===== src/rtl/uart_cmd_ctrl_if.sv =====
// Byte-stream, staged-write and command handshake bundle between the UART
// receiver, uart_cmd_ctrl and the downstream buffer/control logic.
interface uart_cmd_ctrl_if;
   logic [7:0] rx_data;
   logic       rx_valid;
   logic       rx_framing_error;

   logic       wr_valid;
   logic [7:0] wr_addr;
   logic [7:0] wr_data;

   logic       cmd_valid;
   logic [7:0] cmd_opcode;
   logic [7:0] cmd_addr;
   logic [7:0] cmd_len;
   logic       cmd_ready;

   modport master (
      input  rx_data, rx_valid, rx_framing_error, cmd_ready,
      output wr_valid, wr_addr, wr_data,
      output cmd_valid, cmd_opcode, cmd_addr, cmd_len
   );

   modport slave (
      output rx_data, rx_valid, rx_framing_error, cmd_ready,
      input  wr_valid, wr_addr, wr_data,
      input  cmd_valid, cmd_opcode, cmd_addr, cmd_len
   );
endinterface


===== src/rtl/uart_cmd_ctrl.sv =====
// Frames SYNC/OPC/ADDR/LEN/payload/CSUM packets from the UART byte stream, streams
// the payload out as staged writes and presents the validated command on valid/ready.
module uart_cmd_ctrl #(
   parameter logic [7:0] SYNC_BYTE    = 8'hA5,
   parameter int         TIMEOUT_CLKS = 1_000_000
) (
   input  logic            clk,
   input  logic            rst,
   uart_cmd_ctrl_if.master bus,
   output logic            err_checksum,
   output logic            err_timeout,
   output logic            err_framing,
   output logic            err_overrun,
   output logic            busy
);

   // state | meaning
   // HUNT  | idle, waiting for SYNC_BYTE
   // OPC   | expecting opcode byte
   // ADR   | expecting base address byte
   // LEN   | expecting payload length byte
   // PAY   | streaming payload bytes out as staged writes
   // CSUM  | expecting checksum byte
   // ISSUE | command presented, waiting for cmd_ready
   typedef enum logic [2:0] {HUNT, OPC, ADR, LEN, PAY, CSUM, ISSUE} state_t;

   localparam int            TW       = $clog2(TIMEOUT_CLKS);
   localparam logic [TW-1:0] TMR_LOAD = TW'(TIMEOUT_CLKS - 1);

   state_t        state;
   logic [7:0]    csum;
   logic [7:0]    idx;
   logic [TW-1:0] tmr;
   logic          accept;

   assign accept = bus.cmd_valid && bus.cmd_ready;

   always_ff @(posedge clk or posedge rst) begin
      if (rst) begin
         state          <= HUNT;
         csum           <= 8'h00;
         idx            <= 8'h00;
         tmr            <= '0;
         bus.wr_valid   <= 1'b0;
         bus.wr_addr    <= 8'h00;
         bus.wr_data    <= 8'h00;
         bus.cmd_valid  <= 1'b0;
         bus.cmd_opcode <= 8'h00;
         bus.cmd_addr   <= 8'h00;
         bus.cmd_len    <= 8'h00;
         err_checksum   <= 1'b0;
         err_timeout    <= 1'b0;
         err_framing    <= 1'b0;
         err_overrun    <= 1'b0;
         busy           <= 1'b0;
      end else begin
         bus.wr_valid <= 1'b0;
         err_checksum <= 1'b0;
         err_timeout  <= 1'b0;
         err_framing  <= 1'b0;
         err_overrun  <= 1'b0;

         if (state == ISSUE) begin
            // The pending command survives line errors; only acceptance releases it.
            if (bus.rx_framing_error)
               err_framing <= 1'b1;
            else if (bus.rx_valid)
               err_overrun <= 1'b1;
            if (accept) begin
               bus.cmd_valid <= 1'b0;
               state         <= HUNT;
               busy          <= 1'b0;
            end
         end else if (bus.rx_framing_error) begin
            err_framing <= 1'b1;
            state       <= HUNT;
            busy        <= 1'b0;
         end else begin
            case (state)
               HUNT: begin
                  if (bus.rx_valid && bus.rx_data == SYNC_BYTE) begin
                     state <= OPC;
                     busy  <= 1'b1;
                     csum  <= 8'h00;
                     tmr   <= TMR_LOAD;
                  end
               end
               OPC, ADR, LEN, PAY, CSUM: begin
                  if (bus.rx_valid) begin
                     tmr <= TMR_LOAD;
                     case (state)
                        OPC: begin
                           bus.cmd_opcode <= bus.rx_data;
                           csum           <= csum ^ bus.rx_data;
                           state          <= ADR;
                        end
                        ADR: begin
                           bus.cmd_addr <= bus.rx_data;
                           csum         <= csum ^ bus.rx_data;
                           state        <= LEN;
                        end
                        LEN: begin
                           bus.cmd_len <= bus.rx_data;
                           csum        <= csum ^ bus.rx_data;
                           idx         <= 8'h00;
                           state       <= (bus.rx_data != 8'h00) ? PAY : CSUM;
                        end
                        PAY: begin
                           bus.wr_valid <= 1'b1;
                           bus.wr_addr  <= bus.cmd_addr + idx;
                           bus.wr_data  <= bus.rx_data;
                           csum         <= csum ^ bus.rx_data;
                           idx          <= idx + 8'd1;
                           if (idx == bus.cmd_len - 8'd1)
                              state <= CSUM;
                        end
                        CSUM: begin
                           if (bus.rx_data == csum) begin
                              state         <= ISSUE;
                              bus.cmd_valid <= 1'b1;
                           end else begin
                              err_checksum <= 1'b1;
                              state        <= HUNT;
                              busy         <= 1'b0;
                           end
                        end
                        default: begin
                           state <= HUNT;
                           busy  <= 1'b0;
                        end
                     endcase
                  end else if (tmr == '0) begin
                     err_timeout <= 1'b1;
                     state       <= HUNT;
                     busy        <= 1'b0;
                  end else begin
                     tmr <= tmr - 1'b1;
                  end
               end
               default: begin
                  state <= HUNT;
                  busy  <= 1'b0;
               end
            endcase
         end
      end
   end

endmodule


===== src/flat_wrapper.sv =====
// flat-port wrapper written by rule: the top's interface ports become plain ports
module uart_cmd_ctrl_flat 
#(
   parameter logic [7:0] SYNC_BYTE    = 8'hA5,
   parameter int         TIMEOUT_CLKS = 1_000_000
)
  (clk, rst, err_checksum, err_timeout, err_framing, err_overrun, busy, bus_rx_data, bus_rx_valid, bus_rx_framing_error, bus_cmd_ready, bus_wr_valid, bus_wr_addr, bus_wr_data, bus_cmd_valid, bus_cmd_opcode, bus_cmd_addr, bus_cmd_len);
  uart_cmd_ctrl_if bus_i ();
  input  logic clk;
  input  logic rst;
  output logic err_checksum;
  output logic err_timeout;
  output logic err_framing;
  output logic err_overrun;
  output logic busy;
  input wire logic [$bits(bus_i.rx_data)-1:0] bus_rx_data;
  input wire logic [$bits(bus_i.rx_valid)-1:0] bus_rx_valid;
  input wire logic [$bits(bus_i.rx_framing_error)-1:0] bus_rx_framing_error;
  input wire logic [$bits(bus_i.cmd_ready)-1:0] bus_cmd_ready;
  output wire logic [$bits(bus_i.wr_valid)-1:0] bus_wr_valid;
  output wire logic [$bits(bus_i.wr_addr)-1:0] bus_wr_addr;
  output wire logic [$bits(bus_i.wr_data)-1:0] bus_wr_data;
  output wire logic [$bits(bus_i.cmd_valid)-1:0] bus_cmd_valid;
  output wire logic [$bits(bus_i.cmd_opcode)-1:0] bus_cmd_opcode;
  output wire logic [$bits(bus_i.cmd_addr)-1:0] bus_cmd_addr;
  output wire logic [$bits(bus_i.cmd_len)-1:0] bus_cmd_len;
  assign bus_i.rx_data = bus_rx_data;
  assign bus_i.rx_valid = bus_rx_valid;
  assign bus_i.rx_framing_error = bus_rx_framing_error;
  assign bus_i.cmd_ready = bus_cmd_ready;
  assign bus_wr_valid = bus_i.wr_valid;
  assign bus_wr_addr = bus_i.wr_addr;
  assign bus_wr_data = bus_i.wr_data;
  assign bus_cmd_valid = bus_i.cmd_valid;
  assign bus_cmd_opcode = bus_i.cmd_opcode;
  assign bus_cmd_addr = bus_i.cmd_addr;
  assign bus_cmd_len = bus_i.cmd_len;
  uart_cmd_ctrl #(.SYNC_BYTE(SYNC_BYTE), .TIMEOUT_CLKS(TIMEOUT_CLKS)) u_core (.clk(clk), .rst(rst), .bus(bus_i), .err_checksum(err_checksum), .err_timeout(err_timeout), .err_framing(err_framing), .err_overrun(err_overrun), .busy(busy));
endmodule

===== config.mk =====
export PLATFORM = sky130hd
export DESIGN_NAME = uart_cmd_ctrl_flat
export DESIGN_NICKNAME = d
export VERILOG_FILES = /design/src/rtl/uart_cmd_ctrl_if.sv /design/src/rtl/uart_cmd_ctrl.sv /design/src/flat_wrapper.sv
export SDC_FILE = /design/constraint.sdc
export NUM_CORES = 1
export LEC_CHECK = 0
export ABC_AREA = 0
export CAP_MARGIN = 20
export CORE_UTILIZATION = 25
export DETAILED_ROUTE_END_ITERATION = 12
export GPL_TIMING_DRIVEN = 0
export SKIP_CTS_REPAIR_TIMING = 1
export SYNTH_ARGS = -nofsm -noshare
export SYNTH_HDL_FRONTEND = slang
export SYNTH_SLANG_ARGS = --single-unit

===== constraint.sdc =====
create_clock -name clk -period 5.5 [get_ports clk]
set_clock_uncertainty 0.05 [all_clocks]
set_input_delay 1.65 -clock clk [delete_from_list [all_inputs] [get_ports clk]]
set_output_delay 1.65 -clock clk [all_outputs]
set_load 0.02 [all_outputs]

==> impl_metrics.yaml, run 1 <==
finish:
  multiInputGateArea_sq_um: 2210
  fin_nets: 553
  fin_area_sq_um: 5660
  drive_above_1_share_pct: 9.96
  diodes: 0
  nFillCells: 1769
  seq_area_sq_um: 2150
  area_growth_pct: 25.7
sta:
  post-route-period-util_pct: 80.8
  timing.fmax_mhz: 225
  hold_viol: 0
  slew_viol_final: 0
  fin_crit_ns: 4.44
  worst_pin_slew_ns: 1.03
  fin_setup_tns_ns: 0
  maxSlewHeadroom_pct: 30.8
  final-setup-viol-count: 0
  rsz0062_at_grt: "false"
  setup_slack_ns: 1.06
clock_network:
  cts_max_level: 3
  cts_buffers: 9
  clock_latency_ns: 0.34
  cts_tree: "yes"
  clock_sinks: 86
  clockBufferDepth: 2
  clkSlewWorstSetupHoldPaths_ns: 0.06
  cts_root_buf: "clkbuf_16"
floorplan:
  start_util_pct: 25.8
  rows: 48
  fp.dieW_um: 136
  coreArea_sq_um: 17500
  fp.dieArea_sq_um: 18600
  chipHeight_um: 136
  ios: 60
critical_path:
  worst-path-stages: 7
  cp-end-kind: "flop"
  cp.required_ns: 5.64
  crit_fanout: 10
  path_buf_inv: 3
  worst_setup_path_start_kind: "input pin"
  arrival_ns: 4.59
  cpPeakStageDelay_ns: 0.84
  ff2ff_path_depth: 7
  crit_chain: "clkdlybuf4s50_1, or4b_1, nor4_1, o21ai_1, clkbuf_1, buf_1, a31oi_1"
  critical_path_class: "in -> reg"
  crit_slowest_cell: "o21ai_1"
  critical-path-top-delay-family: "buffers and inverters"
placement:
  post-place-ws_ns: 0.693
  placed_cell_area_sq_um: 5360
  numPortBuffers: 54
  place_congestion: 0.832
  hpwl_um: 8550
power:
  clock_power_share_pct: 24.2
  p_int_mw: 1.61
  peakVddDrop_mv: 0.217
  combinationalPowerShare_pct: 37.8
  powerDensity_nw_per_um2: 451
  power_frac_seq_pct: 38.0
  switching_share_pct: 37.1
  leakagePower_nw: 2.35
  p_switching_uw: 948
detailed_routing:
  drt-pass1-iter-count: 4
  viasPerCell: 4.83
  wirelength_um: 11800
  drc: 0
  drtAntennaViolNets: 0
  drt_iter0_drc: 145
  vias: 3654
  routedWlPerCell_um: 15.6
global_route:
  grtUsageTotal_pct: 13.7
  overflow: 0
  antenna_found_initial: 0
  grt_pass1_wl_um: 19700
  grt_max_degree: 53
  grt_pass1_vias: 3845
synthesis:
  synth-seq-cells: 86
  netlist_area_sq_um: 4510
  synth_enable_flop_cells: 0
  syn_inst: 461
  synth.distinct_cells: 59
  synth_nets: 486
  seq_area_frac_synth_pct: 47.8
  synth_warnings: 0
  postSynthAreaPerCell_sq_um: 9.78
  synthFlopType: "dfrtp_1"
  async_flop_share_pct: 100
min_path:
  hold_class: "reg -> reg"
  hold_depth: 2
outcome:
  status: "finished, final reports clean"
run:
  max_cap_violations: 0
[final cells by class]
type,count,area share (%)
sequential,86,38.0
multi-input combinational,341,39.0
clock inverter,4,0.972
timing repair buffer,56,10.2
tap,225,4.97
inverter,13,0.906
clock buffer,11,4.29
buffer,21,1.70
[through the flow]
step	std cells	hold slack [ns]	utilization (%)	power [mW]
after CTS	756	0.429	32.4	2.58
after global placement	740	0.410	30.5	1.91
after global routing	757	0.448	32.4	2.72
final	757	0.429	32.4	2.56
after floorplan	461	0.438	-	1.53
after detailed placement	741	0.413	30.7	1.95
[power by group through the flow]
| stage | logic, mW | clock network, mW | registers, mW |
|---|---|---|---|
| 3_5_place_dp | 0.966 | 0 | 0.981 |
| 3_3_place_gp | 0.939 | 0 | 0.968 |
| 5_1_grt | 1.05 | 0.666 | 0.998 |
| 2_1_floorplan | 0.448 | 0 | 1.08 |
| 4_1_cts | 0.972 | 0.635 | 0.972 |
| 6_report | 0.967 | 0.619 | 0.970 |
[synthesized netlist by cell type, types with 5 or more instances]
cell type / instances / area, sq um
dfrtp_1: 86 / 2150
nand2_1: 79 / 297
nor2_1: 37 / 139
o21ai_0: 23 / 115
mux2_2: 22 / 248
xor2_1: 22 / 193
xnor2_1: 20 / 175
nor3_1: 18 / 90.1
clkbuf_1: 16 / 60.1
a21oi_1: 14 / 70.1
inv_1: 13 / 48.8
ha_1: 11 / 138
nand3_1: 10 / 50.1
nor4_1: 8 / 50.1
nand4_1: 6 / 37.5
a211oi_1: 5 / 37.5
[worst reg2reg max path, cell delays in order, from the launching register on]
cell and delay, ns:
dfrtp_1 0.40, clkbuf_1 0.23, nor3_1 0.40, nor3_1 0.14, o21ai_1 0.83, clkbuf_1 0.45
buf_1 0.45, a31oi_1 0.16
[metal layers]
| metal | part of all wire [%] | track usage [%] | up-vias |
|---|---|---|---|
| li1 | - | - | 1747 |
| met1 | 46 | 17.4 | 1831 |
| met3 | 2.5 | 2.35 | 12 |
| met5 | 0 | 0 | - |
| met4 | 1.6 | 5.37 | 0 |
| met2 | 50 | 23.0 | 64 |
[layout by cell type (no fill, tap or decap), drive strengths merged, types with 8 or more instances in the layout]
cell type and instances:
clkbuf 30, nand2 79, nor3 18, xor2 22
ha 11, clkdlybuf4s50 54, nor2 37, dfrtp 86
o21ai 25, nor4 8, xnor2 20, a21oi 14
mux2 23, nand3 10, inv 15
[state kept, by name (all words and copies together) (netlist names), 3 cells and up]
name and flops:
u_core.bus.cmd_len 8, u_core.idx 8, u_core.bus.wr_addr 8, u_core.bus.wr_data 8, u_core.csum 8, u_core.bus.cmd_opcode 8, u_core.bus.cmd_addr 8, u_core.tmr 20
u_core.state 3
[path summary, 6_finish.rpt]
check	endpoint	slack [ns]	startpoint
min in group asynchronous	u_core.err_framing	1.63	rst
worst max-delay path	u_core.tmr[0]	1.06	bus_rx_data[6]
worst min register to register	u_core.bus.wr_data[7]	0.43	u_core.bus.wr_data[7]
worst min-delay path	u_core.bus.wr_data[7]	0.43	u_core.bus.wr_data[7]
worst max register to register	u_core.tmr[0]	2.26	u_core.state[2]
max in group asynchronous	u_core.idx[5]	3.14	rst
[kinds of logic (layout without fill, tap and decap cells)]
family	Yosys count	count (layout)	synth area share, %
compound gates	78	78	12.4
xor+xnor	42	42	8.16
fa+ha+maj	13	13	3.72
buf+inv	34	105	3.22
flops	86	86	47.8
mux	23	23	5.75
simple gates	185	185	19.0
Power figures use the tool's default switching activity.
==> inputs of run 2 (changes only) <==
Clock period 5.5 ns to 3.6 ns, I/O delays scaled along.
==> run 2 against run 1 <==
Compared with the run above: die area unchanged; clock-buffer cell count unchanged; sequential share of layout area down 0.52 points; cell count up 0.26%; non-clock buffer count up 2; critical path depth unchanged; global-route usage unchanged; clock power up 53%; final area up 1.4%; via count up 0.38%; critical path type unchanged; largest power group is now combinational logic.
==> impl_metrics.yaml, run 2 (same netlist as run 1, synthesis figures left out) <==
detailed_routing:
  routedWlPerCell_um: 15.8
  drtAntennaViolNets: 0
  met3_length_um: 264
  drt_iter0_drc: 142
  viasPerCell: 4.83
  vias: 3668
  wl_met2_um: 6070
  drt-pass1-iter-count: 4
  top_layer_used: "met4"
  wirelength_um: 12000
  drc: 0
  wl_met1_um: 5490
floorplan:
  coreArea_sq_um: 17500
  fp.dieW_um: 136
  chipHeight_um: 136
  rows: 48
  start_util_pct: 25.8
  fp.dieArea_sq_um: 18600
  ios: 60
finish:
  nFillCells: 1759
  multiInputGateArea_sq_um: 2270
  layout.cells.most_common_list: "86 x dfrtp_1, 79 x nand2_1, 54 x clkdlybuf4s50_1"
  layout_commonest_cell: "dfrtp_1"
  final_core_util_pct: 32.9
  diodes: 0
  regMostFlops: "u_core.tmr"
  fin_nets: 555
  instances_no_fill: 759
  area_growth_pct: 27.4
  drive_above_1_share_pct: 11.6
  seq_area_sq_um: 2150
  largest_reg_flops: 20
power:
  switching_share_pct: 37.3
  combinationalPowerShare_pct: 38.4
  leakagePower_nw: 2.37
  clock_power_share_pct: 24.0
  p_int_mw: 2.48
  powerDensity_nw_per_um2: 688
  p_switching_mw: 1.47
  power_mw: 3.95
  peakVddDrop_mv: 0.332
  power_frac_seq_pct: 37.5
min_path:
  min-delay-start: "u_core.bus.wr_data[7]"
  hold_end: "u_core.bus.wr_data[7]"
  hold_depth: 2
  hold_class: "reg -> reg"
sta:
  hold_viol: 0
  whs_ns: 0.428
  slew_viol_final: 0
  fin_crit_ns: 3.49
  rsz0062_at_grt: "false"
  final-setup-viol-count: 0
  worst_pin_slew_ns: 0.914
  timing.fmax_mhz: 286
  post-route-period-util_pct: 97.0
  maxSlewHeadroom_pct: 38.5
run:
  max_cap_violations: 0
placement:
  placedCellCount: 741
  hpwl_um: 8550
  numPortBuffers: 54
  place_congestion: 0.832
global_route:
  grt_max_degree: 53
  antenna_found_initial: 0
  grt_pass1_wl_um: 19700
  overflow: 0
  grt_pass1_vias: 3845
  grtUsageTotal_pct: 13.7
critical_path:
  crit_slowest_cell: "or4b_4"
  crit_chain: "clkdlybuf4s50_1, or4b_4, o31ai_4, nand3_2, a211oi_4, nand4_1, a21o_1"
  regToRegEndpoint: "u_core.state[0]"
  critical_path_class: "in -> reg"
  arrival_ns: 3.67
  cp-end-kind: "flop"
  ff2ff_path_depth: 6
  reg2reg_slack_ns: 0.55
  cpPeakStageDelay_ns: 0.68
  rr_startpoint: "u_core.tmr[14]"
  cp.required_ns: 3.78
  crit_path_start: "bus_rx_data[3]"
  crit_fanout: 7
  worst_setup_path_start_kind: "input pin"
clock_network:
  clock_latency_ns: 0.34
  cts_max_level: 3
  cts_tree: "yes"
  clock_sinks: 86
  clkSlewWorstSetupHoldPaths_ns: 0.06
  cts_buffers: 9
  clockBufferDepth: 2
  cts_root_buf: "clkbuf_16"
outcome:
  status: "finished, final reports clean"
run 2: cell count changes in the layout (fill, tap and decap cells not counted), sizes merged:
cell / previous run / this run
buf: 4 / 6
run 2: critical path, delay by kind of cell:
kind | cells | cell delay (ns)
compound gates | 3 | 0.92
buf+inv | 1 | 0.60
simple gates | 3 | 1.07
run 2: layer usage:
| metal | GRT usage (%) | vias to the layer above |
|---|---|---|
| met5 | 0 | - |
| met4 | 5.37 | 0 |
| met3 | 2.35 | 8 |
| met2 | 23.0 | 63 |
| met1 | 17.4 | 1845 |
| li1 | - | 1752 |
run 2: how the worst max path moves through the flow:
stage	end	slack [ns]	depth (start not counted)
6_report	u_core.tmr[19]	0.11	7
5_1_grt	u_core.tmr[14]	0.02	7
4_1_cts	u_core.tmr[0]	-0.25	7
3_5_place_dp	u_core.tmr[0]	-0.64	7
3_3_place_gp	u_core.bus.wr_data[1]	-1.13	2
2_1_floorplan	u_core.bus.cmd_addr[0]	0.25	1
run 2: metrics by stage:
step                      setup TNS [ns]  instance area, sq um  setup slack (ns)
final                                  0                  5740             0.107
after global routing                   0                  5740            0.0150
after CTS                          -3.31                  5660            -0.250
after detailed placement          -13.82                  5360            -0.637
after global placement           -106.86                  5330             -1.13
after floorplan                        0                  4510             0.248
run 2: power by group through the flow:
stage                     combinational, mW  sequential (mW)  clock, mW
after floorplan                       0.684             1.65          0
after global placement                 1.43             1.48          0
after detailed placement               1.48             1.50          0
after CTS                              1.49             1.48      0.970
after global routing                   1.65             1.53       1.02
final                                  1.52             1.48      0.948
run 2: final cells by class:
class | instances | area share [%]
buffer | 21 | 1.70
clock buffer | 11 | 4.23
clock inverter | 4 | 0.959
inverter | 13 | 0.893
multi-input combinational | 341 | 39.6
sequential | 86 | 37.5
tap | 225 | 4.90
timing repair buffer | 58 | 10.3
